--- src/rtl/mem_pkg.sv ---
// Shared memory-port types: write-type encoding and requester indices.
package mem_pkg;

   typedef enum logic [1:0] {
      WR_NONE = 2'b00,
      WR_B    = 2'b01,
      WR_H    = 2'b10,
      WR_W    = 2'b11
   } wr_type_t;

   typedef enum logic {
      REQ_IF = 1'b0,
      REQ_DM = 1'b1
   } req_idx_t;

   function automatic logic is_read(input logic [1:0] wr_type);
      return wr_type_t'(wr_type) == WR_NONE;
   endfunction

endpackage

--- src/rtl/mem_port_arbiter.sv ---
// Shares one memory port between instruction fetch and load/store; data wins
// by default, and a bounded starvation counter forces a fetch grant.
module mem_port_arbiter
   import mem_pkg::*;
#(
   parameter int unsigned STARVE_LIMIT = 3,
   parameter int unsigned AW           = 32,
   parameter int unsigned DW           = 32
) (
   input  logic          clk,
   input  logic          rst,
   input  logic          i_if_req,
   input  logic [AW-1:0] i_if_addr,
   output logic          o_if_gnt,
   output logic          o_if_rvalid,
   output logic [DW-1:0] o_if_rdata,
   input  logic          i_dm_req,
   input  logic [AW-1:0] i_dm_addr,
   input  logic [1:0]    i_dm_wr_type,
   input  logic [DW-1:0] i_dm_wdata,
   output logic          o_dm_gnt,
   output logic          o_dm_rvalid,
   output logic [DW-1:0] o_dm_rdata,
   output logic          o_mem_en,
   output logic [AW-1:0] o_mem_addr,
   output logic [1:0]    o_mem_wr_type,
   output logic [DW-1:0] o_mem_wdata,
   input  logic [DW-1:0] i_mem_rdata,
   output logic [31:0]   o_conflict_cnt
);

   localparam int unsigned   SW         = $clog2(STARVE_LIMIT + 1);
   localparam logic [SW-1:0] STARVE_MAX = SW'(STARVE_LIMIT);

   logic [SW-1:0] starve_q, starve_d;
   logic          rsp_if_q, rsp_if_d;
   logic          rsp_dm_q, rsp_dm_d;
   logic [31:0]   conflict_q, conflict_d;

   logic          both_req;
   req_idx_t      gnt_sel;

   assign both_req = i_if_req & i_dm_req;

   // NOTE: every output of a combinational block gets a default first so no latch is inferred.
   always_comb begin
      o_if_gnt = 1'b0;
      o_dm_gnt = 1'b0;
      if (!rst) begin
         if (both_req) begin
            if (starve_q == STARVE_MAX) o_if_gnt = 1'b1;
            else                        o_dm_gnt = 1'b1;
         end else begin
            o_if_gnt = i_if_req;
            o_dm_gnt = i_dm_req;
         end
      end
      gnt_sel = o_if_gnt ? REQ_IF : REQ_DM;
   end

   // Memory drive depends only on grants and requester inputs, never on read data.
   always_comb begin
      o_mem_en      = o_if_gnt | o_dm_gnt;
      o_mem_addr    = '0;
      o_mem_wr_type = WR_NONE;
      o_mem_wdata   = '0;
      if (o_mem_en) begin
         unique case (gnt_sel)
            REQ_IF: o_mem_addr = i_if_addr;
            REQ_DM: begin
               o_mem_addr    = i_dm_addr;
               o_mem_wr_type = i_dm_wr_type;
               o_mem_wdata   = i_dm_wdata;
            end
            default: ;
         endcase
      end
   end

   always_comb begin
      starve_d = starve_q;
      if (o_if_gnt)                                starve_d = '0;
      else if (i_if_req && starve_q != STARVE_MAX) starve_d = starve_q + 1'b1;

      rsp_if_d = o_if_gnt;
      rsp_dm_d = o_dm_gnt & is_read(i_dm_wr_type);

      conflict_d = conflict_q;
      if (both_req && conflict_q != '1) conflict_d = conflict_q + 32'd1;
   end

   // NOTE: sequential state uses non-blocking assignments so all flops update together at the edge.
   always_ff @(posedge clk) begin
      if (rst) begin
         starve_q   <= '0;
         rsp_if_q   <= 1'b0;
         rsp_dm_q   <= 1'b0;
         conflict_q <= '0;
      end else begin
         starve_q   <= starve_d;
         rsp_if_q   <= rsp_if_d;
         rsp_dm_q   <= rsp_dm_d;
         conflict_q <= conflict_d;
      end
   end

   // Reset masks the response flops so a grant just before reset yields nothing.
   always_comb begin
      o_if_rvalid    = rsp_if_q & ~rst;
      o_dm_rvalid    = rsp_dm_q & ~rst;
      o_if_rdata     = o_if_rvalid ? i_mem_rdata : '0;
      o_dm_rdata     = o_dm_rvalid ? i_mem_rdata : '0;
      o_conflict_cnt = rst ? 32'd0 : conflict_q;
   end

endmodule

--- config.mk ---
export PLATFORM = sky130hd
export DESIGN_NAME = mem_port_arbiter
export DESIGN_NICKNAME = d
export VERILOG_FILES = /design/src/rtl/mem_pkg.sv /design/src/rtl/mem_port_arbiter.sv
export SDC_FILE = /design/constraint.sdc
export NUM_CORES = 1
export LEC_CHECK = 0
export CAP_MARGIN = 0
export CORE_AREA = 8 8 111 113
export DETAILED_ROUTE_END_ITERATION = 7
export DIE_AREA = 0 0 119 121
export PLACE_DENSITY = 0.87
export SYNTH_ARGS = -nofsm -noshare
export SYNTH_HDL_FRONTEND = slang
export SYNTH_SLANG_ARGS = --single-unit
--- constraint.sdc ---
create_clock -name clk -period 5 [get_ports clk]
set_clock_uncertainty 0.05 [all_clocks]
set_input_delay 1 -clock clk [delete_from_list [all_inputs] [get_ports clk]]
set_output_delay 1 -clock clk [all_outputs]
set_load 0.01 [all_outputs]
-- After elaboration in Yosys (flattened, before gate mapping)
Cells that the tools add are included.
- register bits: 36
- input bits: 134
- output and inout port bits: 167
- word-level logic and storage cells: 35
- add/subtract/negate cells: 2
- equality and inequality tests: 3
- multiplexer cells: 16
- bitwise gates (word level): 6
- reduce and logical (&&, ||, !) cells: 4
- operators with widths (cell ; number):
    two-way mux 32 bit ; 6
    case mux 32 bit (2 select lines) ; 1
    adder 32 x 1 -> 32 bit (second input constant) ; 1
    != test 32 bit (second input constant) ; 1
    two-way mux 1 bit ; 7
    AND 1 bit ; 4
    two-way mux 2 bit ; 2
    adder 2 x 1 -> 2 bit (second input constant) ; 1
    == test 2 bit (second input constant) ; 1
    logical AND 1 bit ; 2
    zero test 2 bit ; 1
    != test 2 bit (second input constant) ; 1
    OR reduction 2 bit ; 1
    inverter 1 bit ; 1
    bitwise OR 1 bit ; 1

-- Depth between registers and ports, before layout
- depth after elaboration: 7
- depth in mapped cells: 7

-- Worst setup path after synthesis
OpenSTA, ideal clock, no wires.
- path type: input to output
- from: input port rst
- to: output port o_mem_addr[16]
- arrival: 2360 ps
- setup slack: 1590 ps
- cell stages on the path: 5
- cells stage by stage: clkbuf_1 > a211oi_1 > clkbuf_1 > clkbuf_1 > a22o_1
- word-level cells in the longest chain between the ends: 4
- RTL lines (what ; line ; RTL):
    start, declared ; mem_port_arbiter.sv:11 ; input logic rst,
    two-way mux 1 bit ; mem_port_arbiter.sv:49 ; if (!rst) begin
    two-way mux 1 bit ; mem_port_arbiter.sv:58 ; gnt_sel = o_if_gnt ? REQ_IF : REQ_DM;
    case mux 32 bit (2 select lines) ; mem_port_arbiter.sv:68 ; unique case (gnt_sel)
    two-way mux 32 bit (*) ; mem_port_arbiter.sv:67 ; if (o_mem_en) begin
    end, declared ; mem_port_arbiter.sv:25 ; output logic [AW-1:0] o_mem_addr,
Mark *: on every way between the ends. The rest lies on a longest branch, timed or not.

-- Worst setup path in the final report
- from: input port i_if_req
- to: output port o_mem_addr[5]
- word-level cells in the longest chain between the ends: 6
- RTL lines (what ; line ; RTL):
    start, declared ; mem_port_arbiter.sv:12 ; input logic i_if_req,
    AND 1 bit ; mem_port_arbiter.sv:43 ; assign both_req = i_if_req & i_dm_req;
    two-way mux 1 bit ; mem_port_arbiter.sv:50 ; if (both_req) begin
    two-way mux 1 bit ; mem_port_arbiter.sv:49 ;
    two-way mux 1 bit ; mem_port_arbiter.sv:58 ;
    case mux 32 bit (2 select lines) ; mem_port_arbiter.sv:68 ;
    two-way mux 32 bit (*) ; mem_port_arbiter.sv:67 ;
Marked as above.

==> results.tsv <==
metric	value	unit
outcome	completed	
placed_cells	816	
p_per_area	125	mW/mm^2
ys.flop_type	dfxtp_1	
die_h	121	um
max_freq	0.239	GHz
synthAdderAreaFrac	0.00825	
synth_area_leader_cell	dfxtp_1	
hp-class	register to register	
synthesis.nets	537	
fin_hold_ws	0.463	ns
tns	0	ns
antenna_found_initial	4	
cap_violations	0	
cts_buffers	5	
synth-seq-cells	36	
netlist.area_leader.share	0.238	
io_buffers	300	
grt_max_degree	70	
synth_simple_gate_area_frac	0.487	
clockBufferDepth	2	
clock_sinks	36	
slew_headroom	0.293	
drt-initial-drc-count	313	
core	0.0106	sq mm
final_nets	819	
overflow	0	
synth_xor_area_frac	0.0116	
pre_cts_slack	0.798	ns
fin_ws	0.822	ns
fin_crit	4.18	ns
synth_compound_area_frac	0.165	
grt.total_usage	0.240	
tightest_slew	1.05	ns
via_count	4141	
ys_seq_area_frac	0.238	
cts_tree	built	
synth_top_family_by_area	simple AND/OR/NAND/NOR gates	
gp_congestion	0.861	
hpwl	16.2	mm
hold_depth	2	
drv_slew	0	
rsz0062_at_grt	false	
antenna_cells	0	
clk_pin_slew	0.07	ns
end_kind	output port	
initial_core_util	0.286	
syn_to_final_growth	105	%
cts.htree.levels	2	
viasPerCell	5.03	
io_pins	301	
dr.pass1.iters	5	
ys_warn_count	0	
wirelength	18.7	mm
synth-edff-count	0	
drive_above_1_share	0.0556	
avgSynthCellArea	7.56	sq um
async_flop_share	0	
criticalPathCategory	primary input to output port	
final_cells	823	
critPathMaxFanout	34	
syn_area	0.00303	sq mm
fin_util	0.588	
cts_resized	0	
stdcell_area	0.00623	sq mm
total_power	0.778	mW
ant_nets	0	
power.leakage	2.27	nW
grt_pass1_vias	4092	
r2r_cells	6	
cts_hold_buf	0	
start_kind	primary input	
wl_per_cell	22.7	um
setup_viol	0	
rows	38	
dieArea	0.0144	sq mm
yosys-top-cells-area	dfxtp_1 24%, and2_1 21%, a22o_1 9.2%, nor2b_1 6.2%, clkbuf_1 3.1%	
muxShareOfSynthArea	0.0446	
yosysUniqueCellTypes	41	
required	3.95	ns
timing_hold_violations_final	0	
cts_setup_buffers	0	
die_x	119	um
cts_root_buf	clkbuf_8	
finalCritPeriodShare	0.836	
vdd_ir_drop_max	0.101	mV
cp.arrival	3.13	ns
drc_errors	0	
grt_pass1_wl	26.2	mm
clk_latency	0.29	ns
dpl_cell_area	0.00615	sq mm
synth_cells	401	
-- state kept, by name, summed over array words and instances (netlist names) --
signal,count
rsp_dm_q,1
rsp_if_q,1
conflict_q,32
starve_q,2
-- worst max-delay path, cell delays in order --
cell and delay [ns]:
clkdlybuf4s50_1 0.63, nor3b_2 0.22, buf_4 0.34, a22o_1 0.34, clkdlybuf4s50_1 0.59
-- worst paths after layout --
| path | startpoint | to | slack [ns] |
|---|---|---|---|
| max reg2reg | conflict_q[0] | conflict_q[14] | 2.09 |
| min reg2reg | starve_q[1] | starve_q[1] | 0.46 |
| max | i_if_req | o_mem_addr[5] | 0.82 |
| min | starve_q[1] | starve_q[1] | 0.46 |
-- cells in the final DEF (no fill, tap or decap), drive strengths merged --
| cell type | count |
|---|---|
| ha | 2 |
| o2111ai | 1 |
| a2111oi | 1 |
| xnor2 | 1 |
| clkinv | 1 |
| clkdlybuf4s50 | 299 |
| dfxtp | 36 |
| nor2b | 30 |
| o211ai | 1 |
| a22o | 32 |
| buf | 6 |
| nand2b | 2 |
| xor2 | 3 |
| a31o | 1 |
| nor3b | 4 |
| and4 | 1 |
| nand3 | 11 |
| o31ai | 1 |
| a211oi | 1 |
| or2 | 1 |
| clkbuf | 6 |
| or3 | 11 |
| nand2 | 22 |
| nand4 | 13 |
| nor4 | 5 |
| nor3 | 8 |
| and3 | 4 |
| o21ai | 18 |
| inv | 5 |
| nor2 | 24 |
| or4 | 8 |
| mux2 | 10 |
| a21oi | 12 |
| and2 | 102 |
-- logic make-up (layout without fill, tap and decap cells) --
kind of cell,Yosys count,count (layout)
AND/OR/NAND/NOR,246,246
AO/OA/AOI/OAI,68,68
flip-flops,36,36
buffers and inverters,35,317
multiplexers,10,10
XOR/XNOR,4,4
adder cells (fa/ha/maj),2,2
-- power breakdown --
group          total, mW  switching [mW]  internal [mW]
Sequential         0.291         0.00187          0.289
Combinational      0.286           0.110          0.176
Clock              0.201           0.106         0.0948
Total              0.778           0.218          0.559
-- routing by layer --
| layer | track usage | vias to the layer above | routed length (um) |
|---|---|---|---|
| met4 | 0.0585 | 6 | 342 |
| met1 | 0.316 | 1933 | 8330 |
| met3 | 0.0898 | 27 | 1900 |
| li1 | - | 1950 | - |
| met2 | 0.362 | 225 | 8090 |
| met5 | 0 | - | 37 |
-- cell type report --
type                            instances  area (sq um)
Fill cell                             926          4370
Timing Repair Buffer                  305          3050
Multi-Input combinational cell        330          2190
Sequential cell                        36           721
Tap cell                              140           175
Clock buffer                            6          72.6
Inverter                                5          18.8
Clock inverter                          1          5.00
-- Yosys cell counts (2+ instances only) --
cell and number:
a21oi_1 12, a22o_1 32, and2_1 102, and3_1 4, buf_1 3, clkbuf_1 25
dfxtp_1 36, ha_1 2, inv_1 5, mux2_2 4, mux2_4 6, nand2_1 22
nand2b_1 2, nand3_1 10, nand4_1 12, nor2_1 24, nor2b_1 30, nor3_1 3
nor3_2 5, nor3b_1 3, nor4_1 4, o21ai_0 18, or3_1 11, or4_1 7
xor2_1 3
Note: power is estimated with default switching activity, not from simulation.
==> RTL edit 1: new RTL, same flow settings <==
`DW`: 32 -> 24.
--- a/src/rtl/mem_port_arbiter.sv
+++ b/src/rtl/mem_port_arbiter.sv
@@ -5,7 +5,7 @@
 #(
    parameter int unsigned STARVE_LIMIT = 3,
    parameter int unsigned AW           = 32,
-   parameter int unsigned DW           = 32
+   parameter int unsigned DW           = 24
 ) (
    input  logic          clk,
    input  logic          rst,
Ports: changed (5 resized); port bits go from 301 to 261. The function was not compared with the original's and may differ.
==> RTL edit 1 against the unedited design <==
Cell area fell by 9.3%; sequential power is essentially flat; via count decreased by 9.4%; total power is 2.6% higher; synthesized area fell by 8.0%; die area is the same; sequential cell count stayed put; core utilization decreased by 5.5 points; global-route usage down 5.5 points; maximum frequency rose by 0.43%; worst setup slack gained 0.018 ns; wire length fell by 23%; count of clock-buffer cells in the layout is 1 lower.
==> RTL edit 1: results (changes against the unedited design) <==
* Syn Nets at 488 (was 537)
* Total setup buffers inserted after CTS at 0 (unchanged)
* Initial antenna violation count at 1 (was 4)
* NumNets Final at 734 (was 819)
* CTS max path bufs at 2 (unchanged)
* Post_cts resized at 0 (unchanged)
* Biggest regs: conflict_q (32), starve_q (2) (unchanged)
* Total CTS buffers at 5 (unchanged)
* Leak Pwr at 2.06 nW (was 2.27 nW)
* Vias in the first global route at 3,775 (was 4,092)
* Post-synthesis mux area share at 5.65% (was 4.46%)
* GRT Total Usage at 18.5% (was 24.0%)
* Root Driver: clkbuf_8 (unchanged)
* Port-buffer cells at 260 (was 300)
* Depth of the CTS H-tree at 2 (unchanged)
* Synth Area in Adders at 0.896% (was 0.825%)
* # fillers at 982 (was 926)
* Ranking of synthesized cells by area: dfxtp_1 26%, and2_1 17%, a22o_1 10% (was dfxtp_1 24%, and2_1 21%, a22o_1 9.2%)
* Yosys warning count at 0 (unchanged)
* DRT Pass-1 Iters at 4 (was 5)
* Post-Synth XOR/XNOR Area at 1.26% (was 1.16%)
* Synth Area in Compound Gates at 16.7% (was 16.5%)
* Asr flop ratio synth at 0% (unchanged)
* Pin count of the biggest net entering global routing at 66 (was 70)
* Outcome: finished, final reports clean (unchanged)
* Post-synthesis sequential area ratio at 25.8% (was 23.8%)
* GP Congestion at 0.840 (was 0.861)
* Worst Path Arrival at 3.11 ns (was 3.13 ns)
* Reg clk slew, reported paths at 0.08 ns
* Ratio of cells with drive above 1 in the final layout at 5.53% (was 5.56%)
* Count of cell types in the netlist at 36 (was 41)
* CP max FO at 50 (was 34)
* Worst VDD drop at 96.1 uV (was 101 uV)
* Dominant synthesized flop cell: dfxtp_1 (unchanged)
* Global-route wire length before repair at 21.5 mm (was 26.2 mm)
* Clock Latency Late Sink at 0.30 ns
* Initial drt markers at 202 (was 313)
* Rel. slew slack at 54.9% (was 29.3%)
* Dpl cell area at 5540 sq um (was 6150 sq um)
* Post-DP HPWL at 12.3 mm (was 16.2 mm)
* DR vias/cell at 4.97 (was 5.03)
* # diodes at 0 (unchanged)
* Hold WC Path Type: reg -> reg (unchanged)
* Top post-synthesis cells by count: 77 x and2_1, 36 x dfxtp_1, 32 x a22o_1 (was 102 x and2_1, 36 x dfxtp_1, 32 x a22o_1)
* Final WL at 14.4 mm (was 18.7 mm)
-- RTL edit 1: where the power goes --
| group | switching [mW] | internal, mW |
|---|---|---|
| Sequential | 0.00185 | 0.289 |
| Clock | 0.116 | 0.148 |
| Combinational | 0.0875 | 0.157 |
| Total | 0.205 | 0.593 |
-- RTL edit 1: per-layer routing --
| metal | global-route usage [%] | routed length, microns | vias to the layer above |
|---|---|---|---|
| li1 | - | - | 1796 |
| met2 | 34.1 | 7740 | 167 |
| met4 | 3.64 | 204 | 2 |
| met3 | 6.28 | 1120 | 16 |
| met5 | 0 | 13 | - |
| met1 | 20.1 | 5340 | 1770 |
-- RTL edit 1: worst max-delay path, stage by stage --
cell and delay [ns]:
clkdlybuf4s50_1 0.57, a211oi_4 0.31, buf_4 0.42, a22o_1 0.22, clkdlybuf4s50_1 0.57
-- RTL edit 1: layout make-up --
class,count,area share (%)
tap,140,3.10
sequential,36,12.8
inverter,5,0.332
multi-input combinational,300,34.8
timing repair buffer,266,47.0
clock inverter,3,0.753
clock buffer,5,1.22
-- RTL edit 1: worst paths after layout --
check | startpoint | to | slack, ns | depth (start not counted)
max | i_if_req | o_mem_addr[19] | 0.84 | 5
max reg2reg | conflict_q[0] | conflict_q[26] | 2.37 | 6
min | starve_q[1] | starve_q[1] | 0.45 | 2
min reg2reg | starve_q[1] | starve_q[1] | 0.45 | 2
-- RTL edit 1: per-stage QoR --
| stage | cells | worst slack [ns] | hold slack (ns) | util, % | power, mW |
|---|---|---|---|---|---|
| after floorplan | 368 | 1.73 | 0.399 | - | 0.367 |
| after global placement | 747 | 0.886 | 0.414 | 52.2 | 0.539 |
| after detailed placement | 747 | 0.833 | 0.438 | 52.2 | 0.544 |
| after CTS | 755 | 0.842 | 0.451 | 53.3 | 0.802 |
| after global routing | 755 | 0.713 | 0.471 | 53.3 | 0.826 |
| final | 755 | 0.840 | 0.446 | 53.3 | 0.798 |
-- RTL edit 1: cells by family (layout without fill, tap and decap cells) --
family / Yosys count / in the layout
flops: 36 / 36
simple gates: 217 / 217
mux: 14 / 14
xor+xnor: 4 / 4
buf+inv: 32 / 279
fa+ha+maj: 2 / 2
compound gates: 63 / 63
==> RTL edit 2: new RTL, config.mk and constraints unchanged <==
Without the edit above. Put a register stage on the output `o_conflict_cnt`, with the module's reset. The value now appears one clock later. The other outputs are not delayed to match.
--- a/src/rtl/mem_port_arbiter.sv
+++ b/src/rtl/mem_port_arbiter.sv
@@ -31,6 +31,8 @@
 
    localparam int unsigned   SW         = $clog2(STARVE_LIMIT + 1);
    localparam logic [SW-1:0] STARVE_MAX = SW'(STARVE_LIMIT);
+
+   logic [31:0] o_conflict_cnt_d;
 
    logic [SW-1:0] starve_q, starve_d;
    logic          rsp_if_q, rsp_if_d;
@@ -110,7 +112,15 @@
       o_dm_rvalid    = rsp_dm_q & ~rst;
       o_if_rdata     = o_if_rvalid ? i_mem_rdata : '0;
       o_dm_rdata     = o_dm_rvalid ? i_mem_rdata : '0;
-      o_conflict_cnt = rst ? 32'd0 : conflict_q;
+      o_conflict_cnt_d = rst ? 32'd0 : conflict_q;
+   end
+
+   always_ff @(posedge clk) begin
+      if (rst) begin
+         o_conflict_cnt <= '0;
+      end else begin
+         o_conflict_cnt <= o_conflict_cnt_d;
+      end
    end
 
 endmodule
Check against the original RTL: not equivalent (Yosys sat finds a counterexample within 4 cycles, from zero or initial values and one cycle with rst high).
==> RTL edit 2 against the unedited design <==
Total power rose by 77%; sequential power rose by 88%; synthesized cell count rose by 4.7%; cell area rose by 14%; worst setup slack improved by 0.046 ns; wire length fell by 0.56%; sequential cell count rose by 32; synthesized area rose by 24%; core utilization rose by 8.1 points; highest routed layer is now met4.
==> RTL edit 2: results (changes against the unedited design) <==
* M2 GR Usage at 39.4% (was 36.2%)
* R2r startpoint: conflict_q[5] (was conflict_q[0])
* Worst-Margin Slew at 0.672 ns (was 1.05 ns)
* Worst Path Arrival at 3.08 ns (was 3.13 ns)
* DRT Pass-1 Iters at 4 (was 5)
* DR vias/cell at 5.00 (was 5.03)
* Total CTS buffers at 9 (was 5)
* Worst R2R Path Depth at 5 (was 6)
* CP max FO at 36 (was 34)
* Initial drt markers at 296 (was 313)
* Post-place setup slack at 0.911 ns (was 0.798 ns)
* Biggest regs: conflict_q (32), o_conflict_cnt (32), starve_q (2) (was conflict_q (32), starve_q (2))
* Ratio of cells with drive above 1 in the final layout at 8.82% (was 5.56%)
* Post-DP HPWL at 15.9 mm (was 16.2 mm)
* Placed Cells at 838 (was 816)
* Global-route wire length before repair at 26.7 mm (was 26.2 mm)
* GP Congestion at 0.917 (was 0.861)
* Clock Latency Late Sink at 0.34 ns (was 0.29 ns)
* Slowest stage delay, CP at 0.58 ns (was 0.63 ns)
* Hold WC Path Type: reg -> reg (unchanged)
* Count of cell types in the netlist at 46 (was 41)
* Yosys warning count at 0 (unchanged)
* Root Driver: clkbuf_8 (unchanged)
* Pin count of the biggest net entering global routing at 65 (was 70)
* Syn Nets at 556 (was 537)
* Hold Slack at 0.435 ns (was 0.463 ns)
* Vias in the first global route at 4,346 (was 4,092)
* Fmax at 242 MHz (was 239 MHz)
* M1 GR Usage at 29.5% (was 31.6%)
* GRT Total Usage at 24.1% (was 24.0%)
* Outcome: finished, final reports clean (unchanged)
* Dpl cell area at 6850 sq um (was 6150 sq um)
* Post-synthesis sequential area ratio at 36.3% (was 23.8%)
* Initial antenna violation count at 1 (was 4)
* Register-to-register setup slack at 2.83 ns (was 2.09 ns)
* Leak Pwr at 2.69 nW (was 2.27 nW)
* Final WL at 18.6 mm (was 18.7 mm)
* Ranking of synthesized cells by area: dfxtp_1 36%, and2_1 17%, a22o_1 7.5% (was dfxtp_1 24%, and2_1 21%, a22o_1 9.2%)
* Worst VDD drop at 116 uV (was 101 uV)
* NetSw at 320 uW (was 218 uW)
[RTL edit 2: area by class of cell]
| type | count | area [sq um] |
|---|---|---|
| clock buffer | 10 | 128 |
| clock inverter | 6 | 111 |
| fill | 807 | 3510 |
| inverter | 3 | 11.3 |
| multi-input combinational | 321 | 2260 |
| sequential | 68 | 1360 |
| tap | 140 | 175 |
| timing repair buffer | 306 | 3040 |
[RTL edit 2: kinds of logic (layout without fill, tap and decap cells)]
kind of cell | count (synthesis) | in the layout | synth area share [%]
AOI/OAI and AO/OA | 46 | 46 | 10.7
xor gates and xnor gates | 8 | 8 | 1.87
adders and majority gates | 2 | 2 | 0.667
buffers and inverters | 31 | 325 | 4.00
DFF | 68 | 68 | 36.3
muxes | 20 | 20 | 6.50
and+or+nand+nor | 245 | 245 | 40.0
[RTL edit 2: layer usage]
metal / up-vias / share of wire (%) / wire length (microns)
met4: 0 / 0.86 / 160
met3: 13 / 11 / 2110
met2: 247 / 47 / 8760
li1: 2017 / - / -
met1: 1996 / 41 / 7560
met5: - / 0 / 0
[RTL edit 2: worst max-delay path by stage]
stage and end:
5_1_grt o_mem_addr[24], 3_3_place_gp o_mem_addr[28], 2_1_floorplan o_mem_addr[22], 4_1_cts o_mem_addr[24]
3_5_place_dp o_mem_addr[17], 6_report o_mem_addr[24]
[RTL edit 2: worst min-delay path, stage by stage (launching register included)]
cell,delay (ns)
dfxtp_1,0.32
nand2b_1,0.07
a21oi_1,0.06
[RTL edit 2: power by group through the flow]
stage / Combinational (mW) / Sequential, mW / Clock, mW
floorplan: 0.0769 / 0.558 / 0
global placement: 0.277 / 0.558 / 0
detailed placement: 0.280 / 0.558 / 0
CTS: 0.282 / 0.546 / 0.550
global route: 0.297 / 0.546 / 0.579
finish: 0.283 / 0.546 / 0.544
